--- src/rtl/dmem_port_arbiter.sv ---
// dmem_port_arbiter: two-port (CPU, DMA) arbiter in front of a single
// synchronous-read data memory. Grants are combinational from the requests
// and the registered owner state; read data returns one cycle after the
// transfer, tagged to the owner registered at the transfer.
// Optional starvation guard for the DMA port: define ARB_STARVE_GUARD_EN.
module dmem_port_arbiter #(
   parameter int unsigned ADDR_W       = 14,
   parameter int unsigned DATA_W       = 32,
   parameter int unsigned STARVE_LIMIT = 8
) (
   input  logic              clk,
   input  logic              rst,
   // CPU port
   input  logic              cpu_req,
   input  logic [3:0]        cpu_we,
   input  logic [ADDR_W-1:0] cpu_addr,
   input  logic [DATA_W-1:0] cpu_wdata,
   output logic              cpu_gnt,
   output logic              cpu_rvalid,
   output logic [DATA_W-1:0] cpu_rdata,
   // DMA port
   input  logic              dma_req,
   input  logic              dma_lock,
   input  logic [3:0]        dma_we,
   input  logic [ADDR_W-1:0] dma_addr,
   input  logic [DATA_W-1:0] dma_wdata,
   output logic              dma_gnt,
   output logic              dma_rvalid,
   output logic [DATA_W-1:0] dma_rdata,
   // memory side
   output logic              mem_en,
   output logic [3:0]        mem_we,
   output logic [ADDR_W-1:0] mem_addr,
   output logic [DATA_W-1:0] mem_din,
   input  logic [DATA_W-1:0] mem_dout
);

   typedef enum logic [1:0] {
      IDLE       = 2'd0,
      CPU_OWN    = 2'd1,
      DMA_OWN    = 2'd2,
      DMA_LOCKED = 2'd3
   } state_t;

   state_t state;
   logic   starve_force;

   // A zero limit would force a DMA grant on every blocked cycle.
   if (STARVE_LIMIT < 1) begin : g_limit_check
      $error("dmem_port_arbiter: STARVE_LIMIT must be at least 1");
   end

`ifdef ARB_STARVE_GUARD_EN
   localparam int unsigned CNT_W = $clog2(STARVE_LIMIT + 1);

   logic [CNT_W-1:0] starve_cnt;

   assign starve_force = (starve_cnt == CNT_W'(STARVE_LIMIT));

   // Saturating count of cycles the DMA waits while requesting.
   always_ff @(posedge clk or negedge rst) begin
      if (!rst) begin
         starve_cnt <= '0;
      end else if (!dma_req || dma_gnt) begin
         starve_cnt <= '0;
      end else if (starve_cnt != CNT_W'(STARVE_LIMIT)) begin
         starve_cnt <= starve_cnt + CNT_W'(1);
      end
   end
`else
   assign starve_force = 1'b0;
`endif

   // Grant selection: burst lock, then starvation override, then CPU priority.
   always_comb begin
      cpu_gnt = 1'b0;
      dma_gnt = 1'b0;
      if (rst) begin
         if (state == DMA_LOCKED) begin
            dma_gnt = dma_req;
         end else if (dma_req && (!cpu_req || starve_force)) begin
            dma_gnt = 1'b1;
         end else begin
            cpu_gnt = cpu_req;
         end
      end
   end

   // Steer the granted requester onto the memory port, zeros when idle.
   always_comb begin
      mem_en   = 1'b0;
      mem_we   = 4'b0000;
      mem_addr = '0;
      mem_din  = '0;
      if (cpu_gnt) begin
         mem_en   = 1'b1;
         mem_we   = cpu_we;
         mem_addr = cpu_addr;
         mem_din  = cpu_wdata;
      end else if (dma_gnt) begin
         mem_en   = 1'b1;
         mem_we   = dma_we;
         mem_addr = dma_addr;
         mem_din  = dma_wdata;
      end
   end

   // Owner state and one-cycle read-return flags.
   always_ff @(posedge clk or negedge rst) begin
      if (!rst) begin
         state      <= IDLE;
         cpu_rvalid <= 1'b0;
         dma_rvalid <= 1'b0;
      end else begin
         cpu_rvalid <= cpu_gnt && (cpu_we == 4'b0000);
         dma_rvalid <= dma_gnt && (dma_we == 4'b0000);
         if (dma_gnt) begin
            if (dma_lock) begin
               state <= DMA_LOCKED;
            end else if (state == DMA_LOCKED) begin
               state <= IDLE;
            end else begin
               state <= DMA_OWN;
            end
         end else if (cpu_gnt) begin
            state <= CPU_OWN;
         end else begin
            state <= IDLE;
         end
      end
   end

   assign cpu_rdata = cpu_rvalid ? mem_dout : '0;
   assign dma_rdata = dma_rvalid ? mem_dout : '0;

endmodule

--- config.mk ---
export PLATFORM = sky130hd
export DESIGN_NAME = dmem_port_arbiter
export DESIGN_NICKNAME = d
export VERILOG_FILES = /design/src/rtl/dmem_port_arbiter.sv
export SDC_FILE = /design/constraint.sdc
export NUM_CORES = 1
export LEC_CHECK = 0
export CELL_PAD_IN_SITES_DETAIL_PLACEMENT = 1
export CELL_PAD_IN_SITES_GLOBAL_PLACEMENT = 2
export CORE_UTILIZATION = 10
export DETAILED_ROUTE_END_ITERATION = 12
export GPL_TIMING_DRIVEN = 0
export PLACE_DENSITY_LB_ADDON = 0.08
export SLEW_MARGIN = 15
export SYNTH_ARGS = -nofsm -noshare
export SYNTH_HDL_FRONTEND = slang
export SYNTH_SLANG_ARGS = --single-unit
export TNS_END_PERCENT = 20
--- constraint.sdc ---
create_clock -name clk -period 2.62 [get_ports clk]
set_clock_uncertainty 0.2 [all_clocks]
set_input_delay 0.524 -clock clk [delete_from_list [all_inputs] [get_ports clk]]
set_output_delay 0.524 -clock clk [all_outputs]
set_load 0.05 [all_outputs]
-- Word level (Yosys, flattened, before mapping)
Index checks and enable logic that the tools add are counted.
- eq/ne operators: 1
- reduce and logical (&&, ||, !) cells: 6
- muxes and demuxes: 20
- operator list (operator ; count):
    two-way mux 32 bit ; 4
    two-way mux 14 bit ; 2
    two-way mux 1 bit ; 9
    logical NOT 4 bit ; 2
    two-way mux 4 bit ; 2
    two-way mux 2 bit ; 3
    logical AND 1 bit ; 3
    == test 2 bit (second input constant) ; 1
    logical NOT 1 bit ; 1
- output and inout port bits: 119
- word-level logic and storage cells: 30
- input bits: 137
- register bits after elaboration: 4

-- Depth between registers and ports, before layout
Gate-level depths: netlist of the first run.
- word-level depth: 7
- mapped depth: 4
- depth with buffers taken out: 2

-- Least setup slack after synthesis of the first run
No wires, ideal clock.
- kind: input-to-output
- start: input port rst
- end: output port mem_addr[0]
- arrival: 2159 ps
- data required time: 1896 ps
- setup slack: -263 ps
- path buffers: 2
- cell stages on the path: 4
- cell sequence: buf_4 nand2_2 buf_1 o32ai_1
- word-level cells in the longest chain between the ends: 3
- elaborated cells on any way between the ends: 4
- classes of those cells: 4 x mux
- RTL lines (what ; line ; text):
    start, declared ; 12 ; input logic rst,
    two-way mux 1 bit ; 78 ; if (rst) begin
    two-way mux 14 bit ; 100 ; end else if (dma_gnt) begin
    two-way mux 14 bit (*) ; 95 ; if (cpu_gnt) begin
    end, declared ; 33 ; output logic [ADDR_W-1:0] mem_addr,
Mark *: on every way between the ends. The rest lies on a longest branch, timed or not.

-- Worst setup path after layout of the first run
- start: input port rst
- end: output port mem_din[24]
- word-level cells in the longest chain between the ends: 3
- elaborated cells on any way between the ends: 4
- classes of those cells: 4 x mux
- RTL lines (what ; line ; text):
    two-way mux 1 bit ; 78 ;
    two-way mux 32 bit ; 100 ;
    two-way mux 32 bit (*) ; 95 ;
    end, declared ; 34 ; output logic [DATA_W-1:0] mem_din,
Marked as above.

==> results by group, run 1 <==
Synthesis
  • Syn Nets: 403
  • Syn_area_per_cell: 6.195 um^2
  • Post-synth EDFFs: 0
  • Top_reg_cell synth: dfrtp_1
  • Yosys reg bits: 4
  • Post-synth top cells: and2_1, inv_1, nand3_1, o32ai_1, clkbuf_1
  • Post-Syn Instances: 266
  • Asr flop ratio synth: 100.0%
  • Most common cell in the netlist: and2_1
  • Syn Std Cell Area: about 1600 um^2
  • Netlist cell types: 20
  • Synth top area share: roughly a quarter
  • Synth warn: 0
  • Synth area leaders: o32ai_1, and2_1, nand3_1, inv_1, dfrtp_1
  • Yosys top cell by area: o32ai_1
  • Register area share after synthesis: between 6 and 7%

Detailed routing
  • Vias: 2,972
  • DR iter-0 viols: 53
  • Total iterations of the first detailed-routing run: 4
  • Routed WL: 11,570 um
  • Remaining DRCs: 0
  • Vias per Instance: approximately 4.0
  • WL/cell: 15.57 um
  • Remaining antenna violation count: 0

Cells and area
  • Final #Nets: 665
  • Fill count: 1,995
  • Layout cells sized above 1: 17.11%
  • Fin area: 4405 um^2
  • Layout overhead on the synthesized area: 167.4%

Clock tree
  • Clk sinks: 4
  • Post-CTS Hold Buffers: 0
  • Clock-pin slew on the worst setup and hold paths: 30 ps
  • Root buffer cell: clkbuf_16
  • CTS tree: built
  • Number of buffers created by CTS: 3
  • Worst-skew pair later-pin latency: 220 ps
  • Bufs on Longest Clock Path: 2
  • H-tree levels: 1

Pwr
  • Power Total: 0.9769 mW
  • Max IR drop VDD: 107.9 uV
  • Power Density: between 200 and 250 nW/um^2
  • Leakage dissipation: between 2 and 2.5 nW

Outcome
  • Status: finished clean

STA
  • Post-route setup TNS: 0 ps
  • Max Freq: 392.5 MHz
  • Worst slew margin: between 60% and 70%
  • Min Hold Slack: 16.60 ps
  • Max Slew Vio Count: 0
  • Period utilization: 97.25%
  • Worst Tran Pin Value: 538.7 ps
  • Minimum clock period: 2548 ps
  • Final worst setup slack: 71.97 ps
  • Final-report hold violation count: 0
  • Final setup fails: 0
  • RSZ-0062 raised after global routing: yes

Global routing
  • Total congestion overflow: 0
  • Pin count of the biggest net entering global routing: 11
  • GRT Total Usage: 12.80%
  • Vias in the first global route: 3,079
  • Initial antenna violation count: 1
  • Global-route wire length before repair: 16,960 um

Min path
  • Worst hold path type: input pin to async pin

Place
  • Area of placed instances: 4461 um^2
  • IO buf count: ~250
  • Worst slack, placed: -1165 ps
  • HPWL Detailed: ~9600 um
  • RD Place Congestion: 0.6453

Critical path
  • CP Launch Point: rst
  • Critical Path AT: 1820 ps
  • R2r worst-path depth: 4
  • Startpoint types: input pin
  • Crit-path max FO: 10
  • Critical Path RT: 1900 ps
  • Crit end category: output pin
  • Reg2Reg Setup Slack: about 1200 ps
  • Worst r2r src: state[0]
  • CP Class: input pin to output pin
  • R2R Path End: state[1]

Floorplanning
  • Initial Util: 10.30%
  • Core ar.: 16,000 um^2
  • Die width: 130.4 um
  • I/O pins: 256
  • Die ar.: 17,000 um^2
  • Placement Rows: between 40 and 50
  • Die Ht: 130.4 um

Flow run
  • Max-cap violations: 0
## cell type report
type / instances / area (um^2) / area share (%)
clock buffers: 3 / 75.07 / 1.704
repair buffers: 257 / 2332 / 52.94
well taps: 216 / 270.3 / 6.135
flip-flops and latches: 4 / 100.1 / 2.272
inverters: 51 / 191.4 / 4.345
plain buffers: 34 / 214.0 / 4.857
multi-input cells: 177 / 1220 / 27.69
diodes: 1 / 2.502 / 0.05680
## cell families after synthesis
kind of cell | synth area share (%)
AO/OA/AOI/OAI | 28.40
buffers and inverters | 22.93
flip-flops | 6.075
AND/OR/NAND/NOR | 42.60
## timing repair
item,4_1_cts,5_1_grt
setup endpoints to repair,117,41
buffers inserted,3,0
gates resized for setup,424,24
## how the worst max path moves through the flow
| stage | endpoint | slack (ps) |
|---|---|---|
| after CTS | mem_din[19] | 0.8 |
| after global routing | mem_din[3] | -7 |
| after global placement | mem_din[8] | -1110 |
| after floorplan | mem_addr[0] | -260 |
| final | mem_din[24] | 70 |
| after detailed placement | mem_din[15] | -1160 |
## per-layer routing
layer,wire length [um],up-vias,track usage [%]
li1,-,1455,-
met1,4300,1366,13.82
met2,5898,149,24.31
met3,1318,2,4.592
met4,51,0,1.623
met5,0,-,0
## flip-flops by register name, summed over array words and instances (netlist names)
register,count
cpu_rvalid,1
state,2
dma_rvalid,1
## where the power goes
| part | switching, mW | internal [mW] | leakage (nW) | total [mW] |
|---|---|---|---|---|
| clock | 0.0384 | 0.195 | 0.0370 | 0.233 |
| sequential | 0.00261 | 0.0643 | 0.0538 | 0.0669 |
| combinational | 0.370 | 0.307 | 2.09 | 0.677 |
| total | 0.411 | 0.566 | 2.18 | 0.977 |
## critical path, stage by stage
cell and delay (ps):
clkdlybuf4s15_2 260, buf_6 170, nand2_4 100, buf_2 220, o32ai_1 230, buf_2 320
## cell usage in the layout, fill, tap and decap left out, types with 8 or more instances in the layout
master	count
and2_1	64
buf_2	17
buf_4	43
buf_6	8
clkbuf_1	11
clkdlybuf4s50_1	135
dlygate4sd2_1	66
inv_1	51
nand3_1	50
o32ai_1	45
## through the flow
step                utilization [%]  std cells
finish                        27.53        743
global route                  27.52        742
CTS                           27.13        742
detailed placement            27.88        736
global placement              27.88        736
floorplan                         -        266
(Power assumes the default switching activity.)
==> run 2, diff against run 1 <==
--- a/config.mk
+++ b/config.mk
@@ -9,7 +9,6 @@
 export CELL_PAD_IN_SITES_GLOBAL_PLACEMENT = 2
 export CORE_UTILIZATION = 10
 export DETAILED_ROUTE_END_ITERATION = 12
-export GPL_TIMING_DRIVEN = 0
 export PLACE_DENSITY_LB_ADDON = 0.08
 export SLEW_MARGIN = 15
 export SYNTH_ARGS = -nofsm -noshare
==> run 2 against run 1 <==
  * The run now ends with setup timing left
  * Cell count is 2.8% lower
  * Register-to-register slack worse by 130 ps
  * Clock power is 2% higher
  * Total power is 25% higher
  * Global-route usage is 0.98 points higher
  * Die area stayed put
  * Core utilization is 11 points higher
  * Combinational power is 35% higher
  * Setup slack worse by 110 ps
  * Largest cell class unchanged
==> results by group, run 2 (synthesis gave the netlist of run 1 again) <==
Pwr
  • Power Total: 1.217 mW (+25%)
  • Power Density: 199.5 nW/um^2 (-10%)
  • Leakage dissipation: 2.452 nW (+12%)
  • Max IR drop VDD: 132.5 uV (+23%)

STA
  • Worst Tran Pin Value: 533.5 ps (-5.195 ps)
  • Max Slew Vio Count: 0 (unchanged)
  • RSZ-0062 raised after global routing: yes
  • Final setup fails: 15 (+15)
  • Max Freq: 376.6 MHz (-4.0%)
  • Worst slew margin: 64.43% (+0.20 points)
  • Post-route setup TNS: -210.8 ps (-210.8 ps)
  • Final worst setup slack: -35.37 ps (-107.3 ps)
  • Final-report hold violation count: 0 (unchanged)
  • Period utilization: 101.4% (+4.1 points)
  • Minimum clock period: 2655 ps (+107.3 ps)

Floorplanning
  • Initial Util: 10.30% (unchanged)
  • Die width: 130.4 um (unchanged)
  • Die ar.: 17,000 um^2 (unchanged)
  • Die Ht: 130.4 um (unchanged)
  • Placement Rows: 46 (unchanged)
  • I/O pins: 256 (unchanged)
  • Core ar.: 16,000 um^2 (unchanged)

Critical path
  • Critical Path RT: 1900 ps (about the same)
  • CP delay by family, top: buffers and inverters
  • Worst path bufs/invs: 3 (-1)
  • CP peak stage delay: 520 ps (+200 ps)
  • Slowest-stage cell, CP: clkdlybuf4s50_1
  • Critical path, cell by cell: clkdlybuf4s50_1 -> nand2_2 -> buf_12 -> o32ai_1 -> buf_12
  • Crit-path max FO: 34 (+24)
  • Critical Path Most Common Cell: buf_12
  • Crit end category: output pin
  • Critical Path AT: 1930 ps (+110 ps)
  • CP Class: input pin to output pin
  • Startpoint types: input pin

Cells and area
  • Layout cells sized above 1: 37.94% (+21 points)
  • ANT cells: 0 (-1)
  • Top flop regs: state (2), cpu_rvalid (1), dma_rvalid (1)
  • Final core utilization: 38.12% (+11 points)
  • Filler-free cell count of the finished design: 722 (-2.8%)
  • Most frequent cells in the layout: clkdlybuf4s50_1, buf_12, and2_1, inv_1, nand3_1
  • Most common cell after layout, fill and taps aside: clkdlybuf4s50_1
  • Reg with most FFs: state
  • Max reg flops: 2 (unchanged)
  • Final #Nets: 645 (-3.0%)
  • Layout overhead on the synthesized area: 270.2%

Global routing
  • Initial antenna violation count: 1 (unchanged)
  • Vias in the first global route: 3,141 (+2.0%)
  • GRT Total Usage: 13.78% (+0.98 points)
  • Total congestion overflow: 0 (unchanged)
  • Pin count of the biggest net entering global routing: 35 (+24)
  • Global-route wire length before repair: 17,950 um (+5.9%)

Clock tree
  • Number of buffers created by CTS: 3 (unchanged)
  • Clock-pin slew on the worst setup and hold paths: 30 ps (about the same)
  • Worst-skew pair later-pin latency: 220 ps (about the same)
  • # Post-CTS Setup Buffers: 0 (-3)
  • Clk sinks: 4 (unchanged)
  • Root buffer cell: clkbuf_16
  • CTS tree: built
  • H-tree levels: 1 (unchanged)
  • Bufs on Longest Clock Path: 2 (unchanged)

Place
  • RD Place Congestion: 0.6684 (+3.6%)
  • Worst slack, placed: -109.5 ps (+1055 ps)
  • IO buf count: 255 (+0.39%)
  • HPWL Detailed: 9900 um (+2.9%)
  • Inst Count DP: 718 (-2.4%)

Detailed routing
  • Vias per Instance: 4.114 (+2.8%)
  • Total iterations of the first detailed-routing run: 4 (unchanged)
  • Vias: 2,970 (-0.067%)
  • DR iter-0 viols: 62 (+17%)
  • Remaining antenna violation count: 0 (unchanged)
  • WL/cell: 17.51 um (+12%)
  • Routed WL: 12,640 um (+9.3%)
  • Remaining DRCs: 0 (unchanged)

Outcome
  • Status: finished with violations
  • Violated checks: setup timing

Flow run
  • Max-cap violations: 0 (unchanged)

Min path
  • Worst hold path type: input pin to async pin
==> run 2: cell types whose count changed in the layout (fill, tap and decap cells not counted), sizes merged <==
| cell | change |
|---|---|
| clkdlybuf4s15 | -2 |
| diode | -1 |
| and2 | +1 |
| buf | +68 |
| clkbuf | -20 |
| clkdlybuf4s50 | -1 |
| dlygate4sd2 | -66 |
==> run 2: routing by layer <==
metal | vias to the layer above | share of wire, % | global-route usage, %
met2 | 153 | 51 | 25.69
met3 | 8 | 11 | 5.617
li1 | 1408 | - | -
met5 | - | 0.071 | 0
met4 | 2 | 0.90 | 2.569
met1 | 1399 | 36 | 14.55
==> run 2: power by group <==
group / internal [mW] / total (mW) / switching, mW
registers: 0.0643 / 0.0675 / 0.00324
clock network: 0.195 / 0.238 / 0.0434
logic: 0.479 / 0.911 / 0.431
==> run 2: timing repair <==
item                                    CTS  global route
hold buffers                              0             0
resized for setup                        20            35
endpoints found under the setup margin   50            50
cloned                                    0             1
==> run 2: worst reg2reg max path, delay by kind of cell (launching register included) <==
| kind | cells | cell delay [ps] |
|---|---|---|
| compound gates | 1 | 110 |
| buf+inv | 1 | 250 |
| flops | 1 | 430 |
| simple gates | 1 | 410 |
==> run 2: final timing paths <==
check,from,endpoint,slack (ps),depth (start not counted)
hold / removal,rst,state[0],110,2
hold reg to reg,state[1],dma_rvalid,770,3
min in group clk,dma_req,state[1],580,3
setup / recovery,cpu_req,mem_din[2],-40,5
setup reg to reg,state[0],state[0],1080,3
max in group asynchronous,rst,dma_rvalid,1960,2
==> run 2: final cells by class <==
cell class	count	area [um^2]
clock buffer	3	75.07
fill	1800	9901
inverter	51	191.4
multi-input combinational	178	1575
sequential	4	100.1
tap	216	270.3
timing repair buffer	270	3887
==> run 2: through the flow <==
step	hold WS [ps]	cell area, um^2
2_1_floorplan	28.41	1648
3_3_place_gp	340.4	5610
3_5_place_dp	348.3	5610
4_1_cts	117.1	5828
5_1_grt	139.3	6100
6_report	105.3	6100
